File: config.mk
export PLATFORM = sky130hd
export DESIGN_NAME = pool_controller
export DESIGN_NICKNAME = d
export VERILOG_FILES = /design/src/rtl/pool_pkg.sv /design/src/rtl/pool_addr_gen.sv /design/src/rtl/pool_controller.sv
export SDC_FILE = /design/constraint.sdc
export NUM_CORES = 1
export LEC_CHECK = 0
export BUFFER_PORTS_ARGS = -buffer_cell sky130_fd_sc_hd__clkbuf_2
export CAP_MARGIN = 30
export CORE_MARGIN = 2
export CORE_UTILIZATION = 46
export CTS_CLUSTER_DIAMETER = 50
export DETAILED_ROUTE_END_ITERATION = 16
export PLACE_DENSITY = 0.83
export REMOVE_ABC_BUFFERS = 1
export SYNTH_ARGS = -nofsm -noshare
export SYNTH_HDL_FRONTEND = slang
export SYNTH_SLANG_ARGS = --single-unit
export TNS_END_PERCENT = 30
File: constraint.sdc
create_clock -name clk -period 2.3 [get_ports clk]
set_clock_uncertainty 0.2 [all_clocks]
set_input_delay 0.115 -clock clk [delete_from_list [all_inputs] [get_ports clk]]
set_output_delay 0.115 -clock clk [all_outputs]
set_load 0.03 [all_outputs]
File: src/rtl/pool_pkg.sv
// Shared types and constants for the 2x2 max-pooling sequencer.
package pool_pkg;

  localparam int DATA_W = 22;

  typedef enum logic [2:0] {
    IDLE, FETCH, LAST, POOL, CAPT, WRITE, DONE
  } state_e;

  // Window sample k (0..3 = TL, TR, BL, BR): bit k set means +1 column / +1 row.
  localparam logic [3:0] WIN_DX = 4'b1010;
  localparam logic [3:0] WIN_DY = 4'b1100;

  // Most negative sample; the pooling unit's clamp value.
  localparam logic [DATA_W-1:0] POOL_MIN = 22'h200000;

endpackage

File: src/rtl/pool_addr_gen.sv
// Window walker: owns row/column/output counters and the per-window fetch index.
module pool_addr_gen #(
  parameter int IMG_W  = 128,
  parameter int IMG_H  = 128,
  parameter int IN_AW  = $clog2(IMG_W*IMG_H),
  parameter int OUT_AW = (IMG_W*IMG_H > 4) ? $clog2(IMG_W*IMG_H/4) : 1
) (
  input  logic              clk,
  input  logic              rst_n,
  input  logic              clr,
  input  logic              fetch,
  input  logic              step,
  output logic [1:0]        k,
  output logic [IN_AW-1:0]  rd_addr,
  output logic [OUT_AW-1:0] wr_addr,
  output logic              last_win
);
  import pool_pkg::*;

  localparam int CW = $clog2(IMG_W);
  localparam int RW = $clog2(IMG_H);
  localparam logic [CW-1:0]    C_LAST = CW'(IMG_W - 2);
  localparam logic [RW-1:0]    R_LAST = RW'(IMG_H - 2);
  localparam logic [IN_AW-1:0] W_A    = IN_AW'(IMG_W);

  logic [CW-1:0]     c_q, c_d;
  logic [RW-1:0]     r_q, r_d;
  logic [OUT_AW-1:0] o_q, o_d;
  logic [1:0]        k_q, k_d;

  always_comb begin
    c_d = c_q;
    r_d = r_q;
    o_d = o_q;
    k_d = k_q;
    if (clr) begin
      c_d = '0;
      r_d = '0;
      o_d = '0;
      k_d = '0;
    end else begin
      if (fetch) k_d = k_q + 2'd1;
      if (step) begin
        o_d = o_q + OUT_AW'(1);
        if (c_q == C_LAST) begin
          c_d = '0;
          r_d = r_q + RW'(2);
        end else begin
          c_d = c_q + CW'(2);
        end
      end
    end
  end

  always_ff @(posedge clk or negedge rst_n) begin
    if (!rst_n) begin
      c_q <= '0;
      r_q <= '0;
      o_q <= '0;
      k_q <= '0;
    end else begin
      c_q <= c_d;
      r_q <= r_d;
      o_q <= o_d;
      k_q <= k_d;
    end
  end

  assign k        = k_q;
  assign wr_addr  = o_q;
  assign last_win = (r_q == R_LAST) && (c_q == C_LAST);
  assign rd_addr  = IN_AW'(r_q) * W_A + IN_AW'(c_q)
                  + (WIN_DY[k_q] ? W_A : '0) + IN_AW'(WIN_DX[k_q]);

endmodule

File: src/rtl/pool_controller.sv
// Sequences 2x2 windows of a feature map through the pooling unit and writes
// pooled results in raster order.
module pool_controller #(
  parameter int DATA_W = pool_pkg::DATA_W,
  parameter int IMG_W  = 128,
  parameter int IMG_H  = 128,
  parameter int IN_AW  = $clog2(IMG_W*IMG_H),
  parameter int OUT_AW = (IMG_W*IMG_H > 4) ? $clog2(IMG_W*IMG_H/4) : 1
) (
  input  logic              clk,
  input  logic              rst_n,
  input  logic              start,
  output logic              busy,
  output logic              done,
  output logic              rd_en,
  output logic [IN_AW-1:0]  rd_addr,
  input  logic [DATA_W-1:0] rd_data,
  output logic              pool_en,
  output logic [DATA_W-1:0] pool_in1,
  output logic [DATA_W-1:0] pool_in2,
  output logic [DATA_W-1:0] pool_in3,
  output logic [DATA_W-1:0] pool_in4,
  input  logic [DATA_W-1:0] pool_out,
  input  logic              pool_done,
  output logic              wr_en,
  output logic [OUT_AW-1:0] wr_addr,
  output logic [DATA_W-1:0] wr_data
);
  import pool_pkg::*;

  state_e                   state_q, state_d;
  logic [3:0][DATA_W-1:0]   win_q, win_d;
  logic [DATA_W-1:0]        res_q, res_d;
  logic                     clr, fetch, step, last_win;
  logic [1:0]               k;

  pool_addr_gen #(
    .IMG_W (IMG_W),
    .IMG_H (IMG_H),
    .IN_AW (IN_AW),
    .OUT_AW(OUT_AW)
  ) u_addr (
    .clk     (clk),
    .rst_n   (rst_n),
    .clr     (clr),
    .fetch   (fetch),
    .step    (step),
    .k       (k),
    .rd_addr (rd_addr),
    .wr_addr (wr_addr),
    .last_win(last_win)
  );

  always_comb begin
    state_d = state_q;
    win_d   = win_q;
    res_d   = res_q;
    clr     = 1'b0;
    fetch   = 1'b0;
    step    = 1'b0;
    unique case (state_q)
      IDLE: begin
        if (start) begin
          clr     = 1'b1;
          state_d = FETCH;
        end
      end
      FETCH: begin
        fetch = 1'b1;
        // Read data lags the strobe by one cycle, so sample k-1 lands now.
        if (k != 2'd0) win_d[k - 2'd1] = rd_data;
        if (k == 2'd3) state_d = LAST;
      end
      LAST: begin
        win_d[3] = rd_data;
        state_d  = POOL;
      end
      POOL: state_d = CAPT;
      CAPT: begin
        if (pool_done) begin
          res_d   = pool_out;
          state_d = WRITE;
        end
      end
      WRITE: begin
        step    = 1'b1;
        state_d = last_win ? DONE : FETCH;
      end
      DONE:    state_d = IDLE;
      default: state_d = IDLE;
    endcase
  end

  always_ff @(posedge clk or negedge rst_n) begin
    if (!rst_n) begin
      state_q <= IDLE;
      win_q   <= '0;
      res_q   <= '0;
    end else begin
      state_q <= state_d;
      win_q   <= win_d;
      res_q   <= res_d;
    end
  end

  assign busy     = (state_q != IDLE) && (state_q != DONE);
  assign done     = (state_q == DONE);
  assign rd_en    = (state_q == FETCH);
  assign pool_en  = (state_q == POOL) || (state_q == CAPT);
  assign wr_en    = (state_q == WRITE);
  assign pool_in1 = win_q[0];
  assign pool_in2 = win_q[1];
  assign pool_in3 = win_q[2];
  assign pool_in4 = win_q[3];
  assign wr_data  = res_q;

endmodule

Word level (Yosys, flattened, before mapping). Cells that the tools add are included.

Reduce and logical (&&, ||, !) cells: 16. Multiplexer cells: 29. Magnitude comparators: 3. Add/sub/neg operators: 8. Equality and inequality tests: 14.

Operator list (number): 88-bit bitwise mux (1); 88-bit two-way mux (1); 22-bit demux with 2-bit select (1); 22-bit one-hot mux with 2 select lines (1); 7-bit two-way mux (6); 12-bit two-way mux (2); 22-bit two-way mux (1); 3-bit one-hot mux with 6 select lines (1); 14-bit by 1-bit adder with 14-bit output (1); 14-bit adder (1); 14-bit by 7-bit adder with 14-bit output (1); 7-bit by 2-bit adder with 7-bit output, second input constant (2); 7-bit equality test, second input constant (2); 12-bit by 1-bit adder with 12-bit output, second input constant (1); 3-bit two-way mux (4); 2-bit nonzero test (5); 3-bit equality test, second input constant (3); 8-bit two-way mux (1); 2-bit AND reduction (4); 3-bit by 2-bit equality test with 1-bit output, second input constant (2); 2-bit by 3-bit < comparator with 1-bit output, second input constant (2); 1-bit two-way mux (6); 1-bit binary-select mux with 2-bit select (2); 2-bit two-way mux (2); 13 further kinds (17).

Input port bits: 48. Output and inout port bits: 141. Word-level logic and storage cells: 80. Register bits after elaboration: 141.

Longest topological paths before layout.
Depth after elaboration: 8. Gate-level depth with buffers: 7. Depth with buffers taken out: 5.

Modules after synthesis. From an unflattened synthesis, not the netlist that was laid out.

Cells, all modules: 406. Area total of the unflattened synthesis: 5704.2 µm².

By module, submodules not included: pool_controller (sequential area each 2827.7 µm², cells each 262, area each 4326.6 µm², times used 1); pool_addr_gen (sequential area each 650.6 µm², cells each 144, area each 1377.6 µm², times used 1).

Worst setup path before layout. No wires, ideal clock.

Path type: reg2reg. From: register u_addr.k_q[0] (netlist: u_addr.k[0]). To: register win_q, in the netlist pool_in3[13]. Library setup time: 0.128 ns. Cell stages (with the launch flop): 7. Path slack: 0.474 ns. Clock period less this slack: 1.826 ns. Data arrival time: 1.498 ns. Required time: 1.972 ns. Path buffers: 1. Cells stage by stage: dfrtp_1 > inv_1 > ha_1 > nor3_2 > nand2_1 > buf_2 > mux2_1.

Cells in the longest elaborated chain, start to end: 6. Elaborated cells between the ends (all ways): 9. Classes of those cells: 1 x add/sub; 2 x order compare; 3 x mux; 3 x reduce/logical.

Ends and longest elaborated chain: start, declared (RTL line pool_addr_gen.sv:29) `logic [1:0] k_q, k_d;`; start signal, assigned (RTL line pool_addr_gen.sv:65) `k_q <= k_d;`; 2-bit by 1-bit subtractor with 2-bit output (RTL line pool_controller.sv:71) `if (k != 2'd0) win_d[k - 2'd1] = rd_data;`; 2-bit by 3-bit < comparator with 1-bit output (implied by the code) / 2-bit by 1-bit greater-or-equal comparator with 1-bit output (equally long branches) (RTL line pool_controller.sv:71); 1-bit logical AND (implied by the code) (RTL line pool_controller.sv:71); 22-bit two-way mux (implied by the code) (RTL line pool_controller.sv:71); 22-bit demux with 2-bit select (RTL line pool_controller.sv:71); 88-bit bitwise mux (RTL line pool_controller.sv:71); end signal, assigned (RTL line pool_controller.sv:101) `win_q <= win_d;`; end, declared (RTL line pool_controller.sv:32) `logic [3:0][DATA_W-1:0] win_q, win_d;`.

Several ways; a longest one is shown, not always the timed one. A chain may end at the register's enable or synchronous reset.

Worst setup path after layout.
From: register u_addr.r_q[2]. To: register state_q[0].

Cells in the longest elaborated chain, start to end: 4.

Ends and longest elaborated chain: start, declared (RTL line pool_addr_gen.sv:27) `logic [RW-1:0] r_q, r_d;`; start signal, assigned (RTL line pool_addr_gen.sv:63) `r_q <= r_d;`; 7-bit equality test (RTL line pool_addr_gen.sv:71) `assign last_win = (r_q == R_LAST) && (c_q == C_LAST);`; 1-bit logical AND (RTL line pool_addr_gen.sv:71); 3-bit two-way mux (RTL line pool_controller.sv:87) `state_d = last_win ? DONE : FETCH;`; 3-bit one-hot mux with 6 select lines (RTL line pool_controller.sv:61) `unique case (state_q)`; end signal, assigned (RTL line pool_controller.sv:100) `state_q <= state_d;`; end, declared (RTL line pool_controller.sv:31) `state_e state_q, state_d;`.

Every way passes these cells.

==> summary.md <==
| Metric | Value |
|---|---|
| Share of the synthesized area in the top cell type | 60.0% |
| Root Buffer | clkbuf_16 |
| DR iter-0 viols | 251 |
| RSZ-0062 raised after global routing | no |
| Int Pwr | 7.44 mW |
| Antenna Violating Nets Remaining | 0 |
| Die area | 13500 um2 |
| Floorplan row count | 41 |
| Area leader, netlist | dfrtp_1 |
| H-tree depth | 4 |
| Setup Fix Bufs, Post-CTS | 0 |
| #FFs+latches synth | 139 |
| WP data required | 2.39 ns |
| CP Capture Type | register |
| # IOs | 189 |
| Placer Congestion | 0.836 |
| Core footprint | 12500 um2 |
| Clock Sink Count | 139 |
| Final TNS setup | 0 ns |
| Status | finished clean |
| Number of synthesized flops with an enable pin | 0 |
| Final setup violation count | 0 |
| Initial DRT Pass Iterations | 4 |
| Total GRT Usage | 21.9% |
| Crit Path Max Fanout | 5 |
| Ys async rst share | 100% |
| Routed WL | 14600 um |
| Die width | 116 um |
| Port buffer count | 188 |
| Arr. time, crit path | 2.25 ns |
| Max Buffers Root-to-Sink | 2 |
| DRC | 0 |
| Pre-CTS setup slack | 0.241 ns |
| Design Area, Final | 8090 um2 |
| Clk slew on worst S/H paths | 0.06 ns |
| Pwr dens | 1570 nW/um2 |
| Top-count cell post-synth | dfrtp_1 |
| Predominant post-synthesis flop cell | dfrtp_1 |
| FILL cells | 910 |
| Ys Warns | 0 |
| Clock Latency Late Sink | 0.41 ns |
| Share of cells above drive strength 1 | 51.1% |
| Synth cell types | 47 |
| Min Tclk post-route | 2.16 ns |
| Max Fclk | 464 MHz |
| Hold Crit Class | input port to async pin |
| Via count | 4358 |
| WL/cell | 17.2 um |
| Final net count | 723 |
| Final period util | 93.8% |
| Util after Layout | 64.9% |
| DPL Wire Length | 9530 um |
| CTS tree | built |
| DP Area | 6960 um2 |
| Die height | 116 um |
| Final WS setup | 0.143 ns |
| Initial Util | 46.5% |
| Vias in the first global route | 4515 |
| Max-cap viol count | 0 |
| Sw Ratio | 41.6% |
| Sequential fraction of the synthesis area | 60.0% |
| Hold Violations, Final | 0 |
| Top cells by area, synth | dfrtp_1 (60%), mux2_2 (20%), ha_1 (1.9%), xnor2_1 (1.8%), nor2_1 (1.4%) |
| CP Class | register to register |
| Sequential share of power | 32.7% |
| Initial antenna violation count | 0 |
| Mean cell area of the mapped netlist | 13.6 um2 |
| Clock Power Share | 23.5% |
| Psw | 5.30 mW |
| Fin. max-slew vios | 0 |
| Combinational power share | 43.8% |
| Drt via density | 5.12 |
| Critical path launch point type | register |
| Largest net degree at the start of global routing | 51 |
| Number of buffers created by CTS | 17 |
| First-pass GRT wire length | 22600 um |
| Cells after synthesis | 426 |
| Total power | 12.7 mW |
| ANT cells | 0 |
| Post-synth top cells | dfrtp_1 (139), mux2_2 (105), nor2_1 (22) |
| Mapped Area | 5800 um2 |
| Leak | 3.88 nW |
| Grt ovf | 0 |
| Area grow syn2layout | 39.6% |
| Worst IR Drop VDD | 783 uV |
[per-stage QoR]
step / cells / hold slack (ns)
5_1_grt: 851 / 0.0756
2_1_floorplan: 401 / -0.381
6_report: 851 / 0.0432
3_5_place_dp: 772 / -0.111
3_3_place_gp: 772 / -0.118
4_1_cts: 851 / 0.0204
[flip-flops by register name, summed over array words and instances (netlist names)]
register,flops
pool_in1,22
pool_in2,22
pool_in3,22
pool_in4,22
state_q,3
u_addr.c_q,6
u_addr.k,2
u_addr.r_q,6
u_addr.wr_addr,12
wr_data,22
[layout by cell type, fill, tap and decap left out, drive strengths merged, types with 9 or more instances in the layout]
master	n
buf	12
clkbuf	206
dfrtp	139
dlygate4sd3	47
ha	9
inv	12
mux2	110
nand2	19
nand3	14
nor2	22
o21ai	10
xnor2	12
[kinds of logic (layout without fill, tap and decap cells)]
| group | Yosys count | in the layout | synth area share (%) |
|---|---|---|---|
| buffers and inverters | 34 | 287 | 2.81 |
| adder cells (fa/ha/maj) | 9 | 9 | 1.94 |
| AO/OA/AOI/OAI | 26 | 26 | 2.59 |
| AND/OR/NAND/NOR | 87 | 87 | 8.20 |
| multiplexers | 111 | 111 | 21.5 |
| XOR/XNOR | 19 | 19 | 2.87 |
| flip-flops | 139 | 139 | 60.0 |
| other | 1 | 1 | 0.0647 |
[metal layers]
| layer | share of wire [%] | global-route usage [%] | vias up | wire length (um) |
|---|---|---|---|---|
| li1 | - | - | 1976 | - |
| met1 | 40 | 25.2 | 2169 | 5780 |
| met2 | 51 | 37.3 | 177 | 7440 |
| met3 | 7.1 | 6.95 | 36 | 1040 |
| met4 | 2.4 | 10.3 | 0 | 351 |
| met5 | 0 | 0 | - | 0 |
[worst max-delay path, cell delays in order (launching register included)]
cell and delay [ns]:
dfrtp_1 0.43, nand3_2 0.13, or3_1 0.40, nor2_1 0.16
o221ai_1 0.15, dlygate4sd3_1 0.58
[final timing paths]
check / startpoint / end / slack (ns) / cells after the start
worst min-delay path: rst_n / pool_in3[13] / 0.04 / 2
worst max register to register: u_addr.r_q[2] / state_q[0] / 0.14 / 5
max in group asynchronous: rst_n / pool_in3[16] / 1.23 / 3
min in group clk: pool_done / wr_data[21] / 0.23 / 5
worst max-delay path: u_addr.r_q[2] / state_q[0] / 0.14 / 5
worst min register to register: wr_data[21] / wr_data[21] / 0.28 / 1
[timing repair]
item / CTS / global route
setup endpoints to repair: 0 / 1
hold buffers: 47 / 0
endpoints found under the hold margin: 250 / 0
resized for setup: 0 / 3
[cell type report]
cell class | count | area, um2 | area share (%)
timing repair buffer | 246 | 1540 | 19.0
inverter | 9 | 36.3 | 0.448
clock buffer | 19 | 443 | 5.47
multi-input combinational | 253 | 2170 | 26.8
sequential | 139 | 3480 | 43.0
tap | 172 | 215 | 2.66
clock inverter | 13 | 213 | 2.63
[power groups by stage]
stage                     clock [mW]  sequential [mW]  combinational (mW)
final                           2.99             4.17                5.58
after global routing            3.15             4.29                5.92
after CTS                       3.03             4.14                5.59
after detailed placement           0             4.17                5.48
after global placement             0             4.09                5.32
after floorplan                    0             6.11                1.72
(Power assumes the default switching activity.)
